`src/rtl/spinn_in_mapper_pl.sv`:
```
`default_nettype none
// ============================================================================
// Module      : spinn_in_mapper_pl
// Description : Converts AER events into SpiNNaker multicast packets.
//               Each accepted event becomes a 72-bit packet that is queued in
//               a small circular FIFO in front of the link driver:
//                 [71:40] payload, [39:8] routing key, [7:1] ctrl, [0] parity
//               key = (zero-extended event & tx_data_mask) | key_prefix.
//               ctrl bit1 flags a payload packet. Parity is odd over [39:0]
//               for plain packets and over [71:0] for payload packets.
//               The block enters dump mode on command or when the link has
//               not been ready for TIMEOUT_CYCLES cycles. In dump mode
//               incoming events are accepted and discarded and the FIFO is
//               flushed one entry per cycle.
//
// Parameters  : AER_WIDTH       event width (1..32)
//               FIFO_DEPTH      packet FIFO entries (power of 2, >= 2)
//               TIMEOUT_CYCLES  ipkt_rdy-low cycles before link dump (1..65535)
//
// Ports       : clk, rst                  clock, synchronous active-high reset
//               enable                    block enable for the event input
//               dump_on, dump_off         dump command pulses (dump_off wins)
//               tx_data_mask, key_prefix  key formation
//               pl_en                     emit payload packets
//               dump_mode                 registered dump status
//               fifo_level                entries held in the FIFO
//               iaer_data/payload/vld/rdy event input handshake
//               ipkt_data/vld/rdy         packet output handshake
//               drop_cnt                  (optional) discarded event count
//
// Options     : SPINN_IN_MAPPER_DROP_CNT_EN adds the drop_cnt output, a
//               saturating count of events/entries discarded by dump mode.
//
// Revision    : 1.0  initial release
// ============================================================================
module spinn_in_mapper_pl #(
    parameter int AER_WIDTH      = 32,
    parameter int FIFO_DEPTH     = 4,
    parameter int TIMEOUT_CYCLES = 128
) (
    input  logic                              clk,
    input  logic                              rst,
    input  logic                              enable,
    input  logic                              dump_on,
    input  logic                              dump_off,
    input  logic [31:0]                       tx_data_mask,
    input  logic [31:0]                       key_prefix,
    input  logic                              pl_en,
    output logic                              dump_mode,
    output logic [$clog2(FIFO_DEPTH+1)-1:0]   fifo_level,
    input  logic [AER_WIDTH-1:0]              iaer_data,
    input  logic [31:0]                       iaer_payload,
    input  logic                              iaer_vld,
    output logic                              iaer_rdy,
    output logic [71:0]                       ipkt_data,
    output logic                              ipkt_vld,
    input  logic                              ipkt_rdy
`ifdef SPINN_IN_MAPPER_DROP_CNT_EN
    ,
    output logic [31:0]                       drop_cnt
`endif
);

    localparam int LVL_W = $clog2(FIFO_DEPTH + 1);
    localparam int PTR_W = $clog2(FIFO_DEPTH);
    localparam logic [15:0]      c_TMO_RELOAD = 16'(TIMEOUT_CYCLES);
    localparam logic [LVL_W-1:0] c_FULL_LVL   = LVL_W'(FIFO_DEPTH);

    // ------------------------------------------------------------------
    // State
    // ------------------------------------------------------------------
    logic              cmd_dump_q,  cmd_dump_d;
    logic              dump_mode_q, dump_mode_d;
    logic [15:0]       tmo_cnt_q,   tmo_cnt_d;
    logic [LVL_W-1:0]  level_q,     level_d;
    logic [PTR_W-1:0]  wr_ptr_q,    wr_ptr_d;
    logic [PTR_W-1:0]  rd_ptr_q,    rd_ptr_d;
    logic [71:0]       mem_q [FIFO_DEPTH];

    // ------------------------------------------------------------------
    // Packet formation at acceptance time
    // ------------------------------------------------------------------
    logic [31:0] w_event_ext;
    logic [31:0] w_key;
    logic [31:0] w_payload;
    logic [6:0]  w_ctrl;
    logic        w_parity;
    logic [71:0] w_pkt;

    assign w_event_ext = 32'(iaer_data);
    assign w_key       = (w_event_ext & tx_data_mask) | key_prefix;
    assign w_payload   = pl_en ? iaer_payload : 32'h0;
    assign w_ctrl      = {6'b0, pl_en};
    // The payload field is zero for plain packets, so one reduction over
    // bits [71:1] yields odd parity over the correct span in both cases.
    assign w_parity    = ~(^{w_payload, w_key, w_ctrl});
    assign w_pkt       = {w_payload, w_key, w_ctrl, w_parity};

    // ------------------------------------------------------------------
    // Handshake and FIFO control
    // ------------------------------------------------------------------
    logic w_full;
    logic w_empty;
    logic w_timeout;
    logic w_wr;
    logic w_drain;
    logic w_rd;

    assign w_full    = (level_q == c_FULL_LVL);
    assign w_empty   = (level_q == '0);
    assign w_timeout = (tmo_cnt_q == 16'd0);

    // Full blocks the input even if the head leaves this cycle; this keeps
    // iaer_rdy independent of ipkt_rdy.
    assign iaer_rdy  = dump_mode_q ? enable : (enable & ~w_full);
    assign ipkt_vld  = ~dump_mode_q & ~w_empty;
    assign ipkt_data = mem_q[rd_ptr_q];

    assign w_wr      = iaer_vld & iaer_rdy & ~dump_mode_q;
    assign w_drain   = dump_mode_q & ~w_empty;
    assign w_rd      = (ipkt_vld & ipkt_rdy) | w_drain;

    assign dump_mode  = dump_mode_q;
    assign fifo_level = level_q;

    always_comb begin
        cmd_dump_d = cmd_dump_q;
        if (dump_off) begin
            cmd_dump_d = 1'b0;
        end else if (dump_on) begin
            cmd_dump_d = 1'b1;
        end

        tmo_cnt_d = tmo_cnt_q;
        if (ipkt_rdy) begin
            tmo_cnt_d = c_TMO_RELOAD;
        end else if (!w_timeout) begin
            tmo_cnt_d = tmo_cnt_q - 16'd1;
        end

        dump_mode_d = cmd_dump_q | w_timeout;

        level_d = level_q;
        case ({w_wr, w_rd})
            2'b10:   level_d = level_q + LVL_W'(1);
            2'b01:   level_d = level_q - LVL_W'(1);
            default: level_d = level_q;
        endcase

        // FIFO_DEPTH is a power of 2, so pointers wrap naturally.
        wr_ptr_d = w_wr ? (wr_ptr_q + PTR_W'(1)) : wr_ptr_q;
        rd_ptr_d = w_rd ? (rd_ptr_q + PTR_W'(1)) : rd_ptr_q;
    end

    always_ff @(posedge clk) begin
        if (rst) begin
            cmd_dump_q  <= 1'b1;
            dump_mode_q <= 1'b1;
            tmo_cnt_q   <= c_TMO_RELOAD;
            level_q     <= '0;
            wr_ptr_q    <= '0;
            rd_ptr_q    <= '0;
        end else begin
            cmd_dump_q  <= cmd_dump_d;
            dump_mode_q <= dump_mode_d;
            tmo_cnt_q   <= tmo_cnt_d;
            level_q     <= level_d;
            wr_ptr_q    <= wr_ptr_d;
            rd_ptr_q    <= rd_ptr_d;
        end
    end

    // Storage carries no reset: an entry is only observable once written.
    always_ff @(posedge clk) begin
        if (w_wr) begin
            mem_q[wr_ptr_q] <= w_pkt;
        end
    end

`ifdef SPINN_IN_MAPPER_DROP_CNT_EN
    // ------------------------------------------------------------------
    // Drop counter: an input event discarded and a FIFO entry flushed in
    // the same cycle both count.
    // ------------------------------------------------------------------
    logic        w_dump_acc;
    logic [1:0]  w_drop_inc;
    logic [32:0] w_drop_sum;
    logic [31:0] drop_cnt_q, drop_cnt_d;

    assign w_dump_acc = iaer_vld & iaer_rdy & dump_mode_q;
    assign w_drop_inc = {1'b0, w_dump_acc} + {1'b0, w_drain};
    assign w_drop_sum = {1'b0, drop_cnt_q} + {31'b0, w_drop_inc};
    assign drop_cnt_d = w_drop_sum[32] ? 32'hFFFF_FFFF : w_drop_sum[31:0];
    assign drop_cnt   = drop_cnt_q;

    always_ff @(posedge clk) begin
        if (rst) begin
            drop_cnt_q <= 32'h0;
        end else begin
            drop_cnt_q <= drop_cnt_d;
        end
    end
`endif

endmodule

`default_nettype wire

```
`config.mk`:
```
export PLATFORM = sky130hd
export DESIGN_NAME = spinn_in_mapper_pl
export DESIGN_NICKNAME = d
export VERILOG_FILES = /design/src/rtl/spinn_in_mapper_pl.sv
export SDC_FILE = /design/constraint.sdc
export NUM_CORES = 1
export LEC_CHECK = 0
export BUFFER_PORTS_ARGS = -buffer_cell sky130_fd_sc_hd__buf_2
export CAP_MARGIN = 0
export CORE_AREA = 4 4 178 180
export CTS_BUF_LIST = sky130_fd_sc_hd__clkbuf_16
export DETAILED_ROUTE_END_ITERATION = 7
export DIE_AREA = 0 0 182 184
export PLACE_DENSITY_LB_ADDON = 0.1
export SYNTH_ARGS = -nofsm -noshare
export SYNTH_HDL_FRONTEND = slang
export SYNTH_SLANG_ARGS = --single-unit
export TNS_END_PERCENT = 1
```
`constraint.sdc`:
```
create_clock -name clk -period 2.9 [get_ports clk]
set_clock_uncertainty 0.15 [all_clocks]
set_input_delay 0.145 -clock clk [delete_from_list [all_inputs] [get_ports clk]]
set_output_delay 0.145 -clock clk [all_outputs]
set_load 0.005 [all_outputs]
```
==> run metrics, run 1 <==
area leader, netlist=edfxtp_1; Syn Inst Count=622; kind of end point of the critical path=flop; peak supply drop=0.440 mV; largest net degree at the start of global routing=36; Placeable Area=30200 um^2; period utilisation layout=0.962; total congestion overflow=0; Synth Flop Type=edfxtp_1; RSZ-0062 raised after global routing=false; register area share after synthesis=0.714; static power due to leakage=~5.6 nW; Port Buffers=207; failing checks=negative hold slack; GRT Resource Usage Total=0.158; Synth top area share=0.668; reg-to-reg critical path startpoint=fifo_level[2]$_SDFFE_PP0P_; share of layout cells above drive strength 1=0.356; crit path setup slack, layout=110 ps; crit path time final=2790 ps; count of non-filler cells in the finished layout=between 1000 and 1500; final wirelength=26.6 mm; initial antenna violation count=1; Worst-Skew Late Latency=560 ps; root buffer cell=clkbuf_16; hold path endpoint=wr_ptr_q[1]$_SDFFE_PP0P_; Sequential Power Share=0.459; worst slew pin tran=613 ps; first-pass GRT wire length=~40 mm; Async SR Flop Fraction=0; final hold vios=1; Yosys reg bits=291; CP Data Arrival Time=3130 ps; outcome=complete, but fails checks; Ys Warns=0; hold slack=-14.4 ps; most frequent cell after synthesis=edfxtp_1; RR Endpoint=fifo_level[2]$_SDFFE_PP0P_; critical path peak fanout=7; fillcell total=roughly 2500; Layout Nets=1100; largest family of logic cells by synthesized area=multiplexers; PwrDens=685 nW/um^2; first drt pass iteration count=4; initial DRC count=394; Sequential Area=8480 um^2; Synth Area in Adders=0.00907; die area=33500 um^2; Worst setup SP type=flop; Simple-Gate Fraction of Synth Area=0.0485; DP Worst Slack=approximately 110 ps; TNS Setup=0 ps; Slew Limit Fails=0; CTS tree=yes; HP Start=iaer_vld; clock buffer count from CTS=31; synthesized area=11900 um^2; Remaining DRCs=0; Sw Pwr=around 0.0027 W; post-synthesis compound-gate area fraction=0.0275; combinational share of power=0.205; Post-synth top cells=edfxtp_1 (264), mux4_2 (66), xnor2_1 (37); Starting Density=0.393; Clock Power Share=0.336; Cells on Worst Hold Path=4; CP Class=flop to flop; antenna violation net count after detailed routing=0; Vias=approximately 6700; I/O pins=214; hold crit path type=primary input to flop; sw frac=0.251; vias in the first global route=roughly 7200; multiplexer share of the synthesized area=0.126; WP data required=3240 ps; postcts setup bufs=0; Internal=0.00794 W; ant diodes=0; Area Growth Syn to Fin=30.4%; Die Width=182 um; gp weighted congestion=~0.77; Final setup viols=0; end-of-flow core utilization=0.512; Syn Area/Cell=19.1 um^2; Via density=~5; Vert. Die Dim=184 um; Sink Count=approximately 290; Worst slew margin=0.591; Synth cell types=40; clk buf depth=3; clk slew on worst S/H paths=60 ps; synth top area cells=edfxtp_1 (67%), mux4_2 (13%), dfxtp_1 (4.6%); dpl cells=between 1000 and 1500; WL/cell=19.3 um; row cnt=between 60 and 70; Post-synth EDFFs=264; r2r worst-path depth=10; max cap viols=0; Max Freq=0.358 GHz; multi-input logic area=3260 um^2; r2r setup slk=110 ps; Synth Area in XOR/XNOR=0.0602; detailed placement HPWL=16.7 mm; # H-tree levels=1
==> flip-flops by register name, indices dropped and copies added, names as in the netlist, named ones only <==
signal      flops
mem_q         264
tmo_cnt_q      16
fifo_level      3
rd_ptr_q        2
wr_ptr_q        2
cmd_dump_q      1
dump_mode       1
==> logic make-up after synthesis <==
family | Yosys count
other | 1
AO/OA/AOI/OAI | 45
adder cells (fa/ha/maj) | 8
XOR/XNOR | 72
AND/OR/NAND/NOR | 101
flip-flops | 291
buffers and inverters | 37
multiplexers | 67
==> layer usage <==
metal | vias to the layer above | GRT usage | routed length (um)
li1 | 3105 | - | -
met5 | - | 0 | 7
met3 | 45 | 0.0334 | 1850
met2 | 233 | 0.266 | 12900
met1 | 3320 | 0.211 | 11100
met4 | 2 | 0.0384 | 649
==> what timing repair did <==
| action | in CTS | in global routing |
|---|---|---|
| hold buffers | 102 | 0 |
| resized for setup | 0 | 2 |
| endpoints found under the hold margin | 283 | 0 |
| setup endpoints to repair | 0 | 1 |
==> worst max-delay path by stage <==
stage / startpoint / end / slack (ps) / cells after the start
after floorplan: fifo_level[0]$_SDFFE_PP0P_ / mem_q[3][0]$_DFFE_PP_ / -230 / 4
after global placement: fifo_level[2]$_SDFFE_PP0P_ / fifo_level[2]$_SDFFE_PP0P_ / 320 / 10
after detailed placement: fifo_level[2]$_SDFFE_PP0P_ / fifo_level[2]$_SDFFE_PP0P_ / 110 / 10
after CTS: fifo_level[2]$_SDFFE_PP0P_ / fifo_level[2]$_SDFFE_PP0P_ / 100 / 10
after global routing: fifo_level[2]$_SDFFE_PP0P_ / fifo_level[2]$_SDFFE_PP0P_ / 4 / 10
final: fifo_level[2]$_SDFFE_PP0P_ / fifo_level[2]$_SDFFE_PP0P_ / 110 / 10
==> critical path, cell delays in order, from the launching register on <==
cell,delay (ps)
dfxtp_1,400
inv_1,60
o41a_1,430
and3b_2,280
inv_1,70
ha_1,180
inv_1,60
fa_1,370
xor2_1,160
or3_1,370
a21oi_2,180
==> power by group through the flow <==
stage,Sequential [W],Clock [W],Combinational (W)
after floorplan,0.00483,0,0.00140
after global placement,0.00496,0,0.00204
after detailed placement,0.00497,0,0.00209
after CTS,0.00488,0.00366,0.00222
after global routing,0.00489,0.00386,0.00237
final,0.00487,0.00356,0.00217
==> stage by stage <==
step	cell area [um^2]	total power [W]
3_3_place_gp	13500	0.00700
5_1_grt	15500	0.0111
3_5_place_dp	13500	0.00706
2_1_floorplan	11900	0.00623
4_1_cts	15500	0.0108
6_report	15500	0.0106
==> layout make-up <==
cell class	count	area share
sequential	291	0.548
multi-input combinational	299	0.211
timing repair buffer	324	0.148
clock buffer	31	0.0501
tap	396	0.0320
clock inverter	27	0.00962
inverter	9	0.00218
==> cells in the final DEF, fill, tap and decap left out, types with 2 or more instances in the layout <==
master | netlist | final
a21o_1 | 32 | 32
a21oi_1 | 6 | 5
and2_1 | 36 | 32
and2_4 | 0 | 4
buf_12 | 0 | 9
buf_2 | 4 | 207
buf_4 | 6 | 6
clkbuf_16 | 0 | 31
clkinv_1 | 0 | 8
clkinv_2 | 0 | 6
conb_1 | 1 | 6
dfxtp_1 | 27 | 25
dfxtp_4 | 0 | 2
dlygate4sd3_1 | 0 | 102
edfxtp_1 | 264 | 264
ha_1 | 7 | 7
inv_1 | 9 | 18
mux4_2 | 66 | 66
nand2_1 | 9 | 9
nor2_1 | 31 | 31
nor3_1 | 4 | 4
nor4_1 | 2 | 2
o21ai_0 | 3 | 3
or3_1 | 4 | 4
or3_2 | 2 | 2
or3b_2 | 2 | 2
or4_1 | 2 | 2
or4_4 | 2 | 2
xnor2_1 | 37 | 37
xnor3_1 | 5 | 5
xor2_1 | 29 | 29
No activity file was read; power rests on OpenSTA's default activity.
==> run 2: changes to the inputs <==
- CORE_AREA: 4 4 178 180 -> 2 2 176 178
- DIE_AREA: 0 0 182 184 -> 0 0 178 180
- PLACE_DENSITY_LB_ADDON: 0.1 -> not set
==> run 2 against run 1 <==
Against the previous run: the run now ends clean; first-iteration DRC count fell by 20%; die area shrank 4.3%; routed wire length shrank 4.8%; worst setup slack improved by 130 ps; via count fell by 1.8%; register-to-register slack better by 130 ps; sequential power decreased by 2%; highest routed layer is now met4.
==> run metrics, run 2 (synthesis results as in run 1) <==
final wirelength=25.3 mm (-4.8%); Vert. Die Dim=180 um (-2.2%); worst path bufs/invs=3 (unchanged); hold crit path type=primary input to flop; vias in the first global route=7030 (-2.8%); CP Class=flop to flop; Placeable Area=30200 um^2 (unchanged); Sink Count=291 (unchanged); WP data required=3230 ps (about the same); Layout Nets=1095 (-0.45%); Crit path max-delay family=simple AND/OR/NAND/NOR gates; clock buffer count from CTS=30 (-3.2%); largest register by flop count=mem_q; crit path time final=2660 ps (-130 ps); Slew Limit Fails=0 (unchanged); root buffer cell=clkbuf_16; static power due to leakage=5.58 nW (-0.54%); ant diodes=0 (unchanged); peak supply drop=0.343 mV (-22%); CP Data Arrival Time=2990 ps (-140 ps); total congestion overflow=0 (unchanged); fillcell total=2520 (-0.32%); Remaining DRCs=0 (unchanged); largest net degree at the start of global routing=44 (+22%); Worst setup SP type=flop; Sequential Area=8480 um^2 (unchanged); Power Total=0.0107 W (+1.3%); dpl cells=1213 (-0.33%); kind of end point of the critical path=flop; clk buf depth=3 (unchanged); count of non-filler cells in the finished layout=1369 (-0.58%); commonest non-fill, non-tap cell in the layout=edfxtp_1; # H-tree levels=1 (unchanged); Worst slew margin=0.487 (-0.104); GRT Resource Usage Total=0.159 (+0.00134); post_cts resized=0 (unchanged); gp weighted congestion=0.732 (-4.6%); Die Width=178 um (-2.2%); WL/cell=18.5 um (-4.2%); worst slew pin tran=770 ps (+156 ps); initial DRC count=315 (-20%); die area=32000 um^2 (-4.3%); DP Worst Slack=244 ps (+134 ps); PwrDens=696 nW/um^2 (+1.5%); max FFs per register=264 (unchanged); first drt pass iteration count=4 (unchanged); Max Freq=0.376 GHz (+4.9%); worst-path cell chain=inv_1 -> o41a_1 -> and3b_1 -> inv_1 -> ha_1 -> inv_1 -> fa_1 -> xor2_1 -> or3_1 -> a21oi_1; I/O pins=214 (unchanged); final hold vios=0 (-1); initial antenna violation count=0 (-1); end-of-flow core utilization=0.511 (-0.00116); antenna violation net count after detailed routing=0 (unchanged); RSZ-0062 raised after global routing=false; multi-input logic area=3250 um^2 (-0.15%); max cap viols=0 (unchanged); Worst-Skew Late Latency=540 ps (-20 ps); share of layout cells above drive strength 1=0.358 (+0.00190); crit path setup slack, layout=240 ps (+130 ps); Vias=6582 (-1.8%); CP peak stage delay=420 ps (about the same); clk slew on worst S/H paths=60 ps (about the same); most frequent CP cell=inv_1; most frequent cells in the layout=edfxtp_1 (264), buf_2 (207), dlygate4sd3_1 (102); period utilisation layout=0.917 (-0.0450); CTS tree=yes; first-pass GRT wire length=39.1 mm (-5.2%); detailed placement HPWL=15.0 mm (-10%); Starting Density=0.393 (unchanged); Area Growth Syn to Fin=30.2%; Port Buffers=207 (unchanged); Via density=4.81 (-1.3%); outcome=complete, no violations; Slowest cell on crit path=o41a_1; row cnt=64 (unchanged); critical path peak fanout=7 (unchanged); Final setup viols=0 (unchanged)
run 2: changes by cell type in the layout (fill, tap and decap cells not counted), sizes merged:
cell	change
inv	-5
buf	-4
clkinv	-3
bufinv	+2
clkinvlp	+2
run 2: metal layers:
layer	global-route usage	part of all wire	vias up
li1	-	-	3081
met1	0.217	0.44	3290
met2	0.268	0.49	172
met3	0.0254	0.050	39
met4	0.0354	0.017	0
met5	0	0	-
run 2: cell type report:
| type | instances | area share |
|---|---|---|
| Clock inverter | 23 | 0.0129 |
| Sequential cell | 291 | 0.549 |
| Inverter | 9 | 0.00219 |
| Timing Repair Buffer | 320 | 0.143 |
| Clock buffer | 31 | 0.0503 |
| Multi-Input combinational cell | 299 | 0.211 |
| Tap cell | 396 | 0.0321 |
run 2: worst reg2reg max path, cell delays in order (launching register included):
cell and delay, ps:
dfxtp_1 390, inv_1 60, o41a_1 420, and3b_1 280, inv_1 90, ha_1 180, inv_1 60, fa_1 380
xor2_1 160, or3_1 300, a21oi_1 140
run 2: path summary, 6_finish.rpt:
path                         startpoint                          to  slack, ps  cells after the start
max          fifo_level[2]$_SDFFE_PP0P_  fifo_level[2]$_SDFFE_PP0P_        240                     10
min                            iaer_vld    wr_ptr_q[0]$_SDFFE_PP0P_         40                      4
max reg2reg  fifo_level[2]$_SDFFE_PP0P_  fifo_level[2]$_SDFFE_PP0P_        240                     10
min reg2reg     cmd_dump_q$_SDFFE_PP1P_        dump_mode$_SDFF_PP1_        340                      2
run 2: repair_timing:
item | in CTS | in global routing
endpoints found under the hold margin | 287 | 0
setup buffers | 0 | 0
hold buffers | 102 | 0
run 2: through the flow:
step	setup TNS (ps)	hold slack [ps]	cell area (um^2)
6_report	0	39.6	15400
5_1_grt	0	68.5	15400
4_1_cts	0	14.9	15400
3_5_place_dp	0	194	13400
3_3_place_gp	0	194	13400
2_1_floorplan	-45620	93.9	11900
run 2: report_power, final:
group          switching [W]  total (W)  internal [W]  leakage (nW)
sequential         0.0000905    0.00479       0.00470          2.61
clock                0.00156    0.00376       0.00220         0.492
combinational       0.000983    0.00218       0.00120          2.48
==> run 3: changes to the inputs <==
- ABC_AREA: not set -> 1
- CORE_AREA: 2 2 176 178 -> 2 2 183 185
- DIE_AREA: 0 0 178 180 -> 0 0 185 187
==> run 3 against run 2 <==
Against the previous run: register-to-register slack about the same; sequential share of layout area decreased by 3.6 points; final cell count grew 46%; synthesized cell count up 95%; routed wire length grew 21%; via count grew 45%; maximum frequency decreased by 0.20%; first-iteration DRC count is 83% higher; area after synthesis up 8.2%; clock power grew 2%; global-route usage is 1.7 points higher; cell area is 7.0% higher; highest routed layer unchanged; critical endpoint unchanged.
==> run metrics, run 3 <==
crit path time final=2670 ps (+5.41 ps); static power due to leakage=6.75 nW (+21%); Synth Flop Type=edfxtp_1; clock buffer count from CTS=31 (+3.3%); hold crit path type=primary input to flop; largest net degree at the start of global routing=133 (+200%); Starting Density=0.390 (-0.00236); max cap viols=0 (unchanged); worst path bufs/invs=3 (unchanged); Vert. Die Dim=187 um (+3.9%); Placeable Area=32900 um^2 (+8.9%); CTS tree=yes; total congestion overflow=0 (unchanged); Vias=9527 (+45%); final hold vios=0 (unchanged); vias in the first global route=9249 (+32%); count of non-filler cells in the finished layout=1993 (+46%); critical path peak fanout=9 (+2); synthesized area=12800 um^2 (+8.2%); GRT Resource Usage Total=0.175 (+0.0166); max FFs per register=264 (unchanged); synth top area cells=edfxtp_1 (62%), nand2_1 (6.4%), o21ai_0 (5.8%); Yosys reg bits=291 (unchanged); Worst path depth=12 (+2); postcts setup bufs=0 (unchanged); Final setup viols=0 (unchanged); I/O pins=214 (unchanged); Synth cell types=35 (-13%); Cells on Worst Hold Path=3 (-1); Slew Limit Fails=0 (unchanged); most frequent cells in the layout=edfxtp_1 (264), nand2_1 (218), buf_2 (207); dpl cells=1832 (+51%); Worst setup SP type=flop; Syn Inst Count=1210 (+95%); commonest non-fill, non-tap cell in the layout=edfxtp_1; gp weighted congestion=0.788 (+7.8%); crit path setup slack, layout=235 ps (-5.41 ps); share of layout cells above drive strength 1=0.194 (-0.163); antenna violation net count after detailed routing=0 (unchanged); DP Worst Slack=687 ps (+443 ps); WP data required=3180 ps (-50 ps); clk slew on worst S/H paths=60 ps (about the same); # H-tree levels=1 (unchanged); period utilisation layout=0.919 (+0.00186); r2r worst-path depth=12 (+2); Post-synth EDFFs=264 (unchanged); WL/cell=15.3 um (-17%); worst-path cell chain=nor2_2 -> a31oi_1 -> nand3_1 -> dlygate4sd3_1 -> buf_6 -> ha_1 -> inv_1 -> fa_1 -> a21oi_1 -> o21ai_0 -> o21ai_1 -> a21oi_1; Worst-Skew Late Latency=540 ps (about the same); Crit path max-delay family=buffers and inverters; Ys Warns=0 (unchanged); PwrDens=713 nW/um^2 (+2.5%); outcome=complete, no violations; worst slew pin tran=658 ps (-112 ps); most frequent cell after synthesis=edfxtp_1; first drt pass iteration count=7 (+3); final wirelength=30.6 mm (+21%); Via density=4.78 (-0.58%); Sink Count=291 (unchanged); register area share after synthesis=0.660 (-0.0541); clk buf depth=3 (unchanged); first-pass GRT wire length=48.1 mm (+23%); Layout Nets=1664 (+52%); Worst slew margin=0.560 (+0.0729); ant diodes=0 (unchanged); CP Data Arrival Time=2950 ps (-40 ps); kind of end point of the critical path=flop; Async SR Flop Fraction=0 (unchanged); Port Buffers=207 (unchanged); die area=34600 um^2 (+8.0%); Syn Area/Cell=10.6 um^2 (-44%); CP Class=flop to flop; Area Growth Syn to Fin=28.7%; detailed placement HPWL=17.8 mm (+19%); hold slack=192 ps (+153 ps); fillcell total=2982 (+18%); Max Freq=0.375 GHz (-0.20%); Post-synth top cells=edfxtp_1 (264), nand2_1 (218), nor2_1 (168); row cnt=67 (+4.7%); Synth top area share=0.618 (-0.0507); area leader, netlist=edfxtp_1; CP peak stage delay=560 ps (+140 ps); most frequent CP cell=a21oi_1; largest register by flop count=mem_q; peak supply drop=0.413 mV (+20%); Die Width=185 um (+3.9%); initial antenna violation count=0 (unchanged); Slowest cell on crit path=dlygate4sd3_1; Remaining DRCs=0 (unchanged); root buffer cell=clkbuf_16; initial DRC count=575 (+83%)
-- run 3: changes by cell type after synthesis, moves of 27 or more --
cell,change
a21o_1,-27
a21oi_1,+29
and2_1,-36
clkbuf_1,+29
inv_1,+111
mux4_2,-66
nand2_1,+209
nor2_1,+137
o21ai_0,+146
o22ai_1,+66
-- run 3: worst reg2reg max path: stages (launching register included) --
cell,delay (ps)
dfxtp_1,330
nor2_2,140
a31oi_1,110
nand3_1,70
dlygate4sd3_1,560
buf_6,170
ha_1,160
inv_1,60
fa_1,370
a21oi_1,140
o21ai_0,120
o21ai_1,130
a21oi_1,50
-- run 3: logic make-up after synthesis --
| logic type | after synthesis | share of synthesized area |
|---|---|---|
| compound gates | 265 | 0.113 |
| xor+xnor | 39 | 0.0284 |
| fa+ha+maj | 8 | 0.00839 |
| buf+inv | 175 | 0.0561 |
| flops | 291 | 0.660 |
| other cells | 1 | 0.000292 |
| simple gates | 431 | 0.133 |
-- run 3: report_power, final --
| part | leakage [nW] | internal [W] | switching (W) |
|---|---|---|---|
| sequential | 2.61 | 0.00467 | 0.0000910 |
| clock | 0.520 | 0.00229 | 0.00156 |
| combinational | 3.63 | 0.00122 | 0.00195 |
| total | 6.75 | 0.00818 | 0.00360 |
-- run 3: final timing paths --
kind | from | to | slack, ps
worst max-delay path | fifo_level[0]$_SDFFE_PP0P_ | fifo_level[2]$_SDFFE_PP0P_ | 230
worst min-delay path | rst | fifo_level[1]$_SDFFE_PP0P_ | 190
worst max register to register | fifo_level[0]$_SDFFE_PP0P_ | fifo_level[2]$_SDFFE_PP0P_ | 230
worst min register to register | cmd_dump_q$_SDFFE_PP1P_ | dump_mode$_SDFF_PP1_ | 300
-- run 3: metal layers --
layer  up-vias  global-route usage  wire, um
met3        40              0.0222      1510
met1      4482               0.241     13900
met4         0              0.0388       589
met2       238               0.298     14500
met5         -                   0         0
li1       4767                   -         -
-- run 3: stage by stage --
step / total power (W) / TNS (ps) / instance area [um^2] / util
floorplan: 0.00661 / -106950 / 12900 / -
global placement: 0.00789 / 0 / 14500 / 0.440
detailed placement: 0.00793 / 0 / 14500 / 0.440
CTS: 0.0119 / 0 / 16500 / 0.502
global route: 0.0125 / -3.95 / 16500 / 0.503
finish: 0.0118 / 0 / 16500 / 0.503
-- run 3: timing repair --
action	4_1_cts	5_1_grt
hold endpoints to repair	279	0
resized for setup	0	3
endpoints found under the setup margin	0	1
hold buffers	103	0
-- run 3: cell type report --
cell class                      instances  area (um^2)  share of cell area
Tap cell                              448          561              0.0339
Multi-Input combinational cell        749         3690               0.224
Clock buffer                           31          776              0.0470
Inverter                              123          464              0.0281
Sequential cell                       291         8470               0.513
Timing Repair Buffer                  324         2310               0.140
Clock inverter                         27          236              0.0143
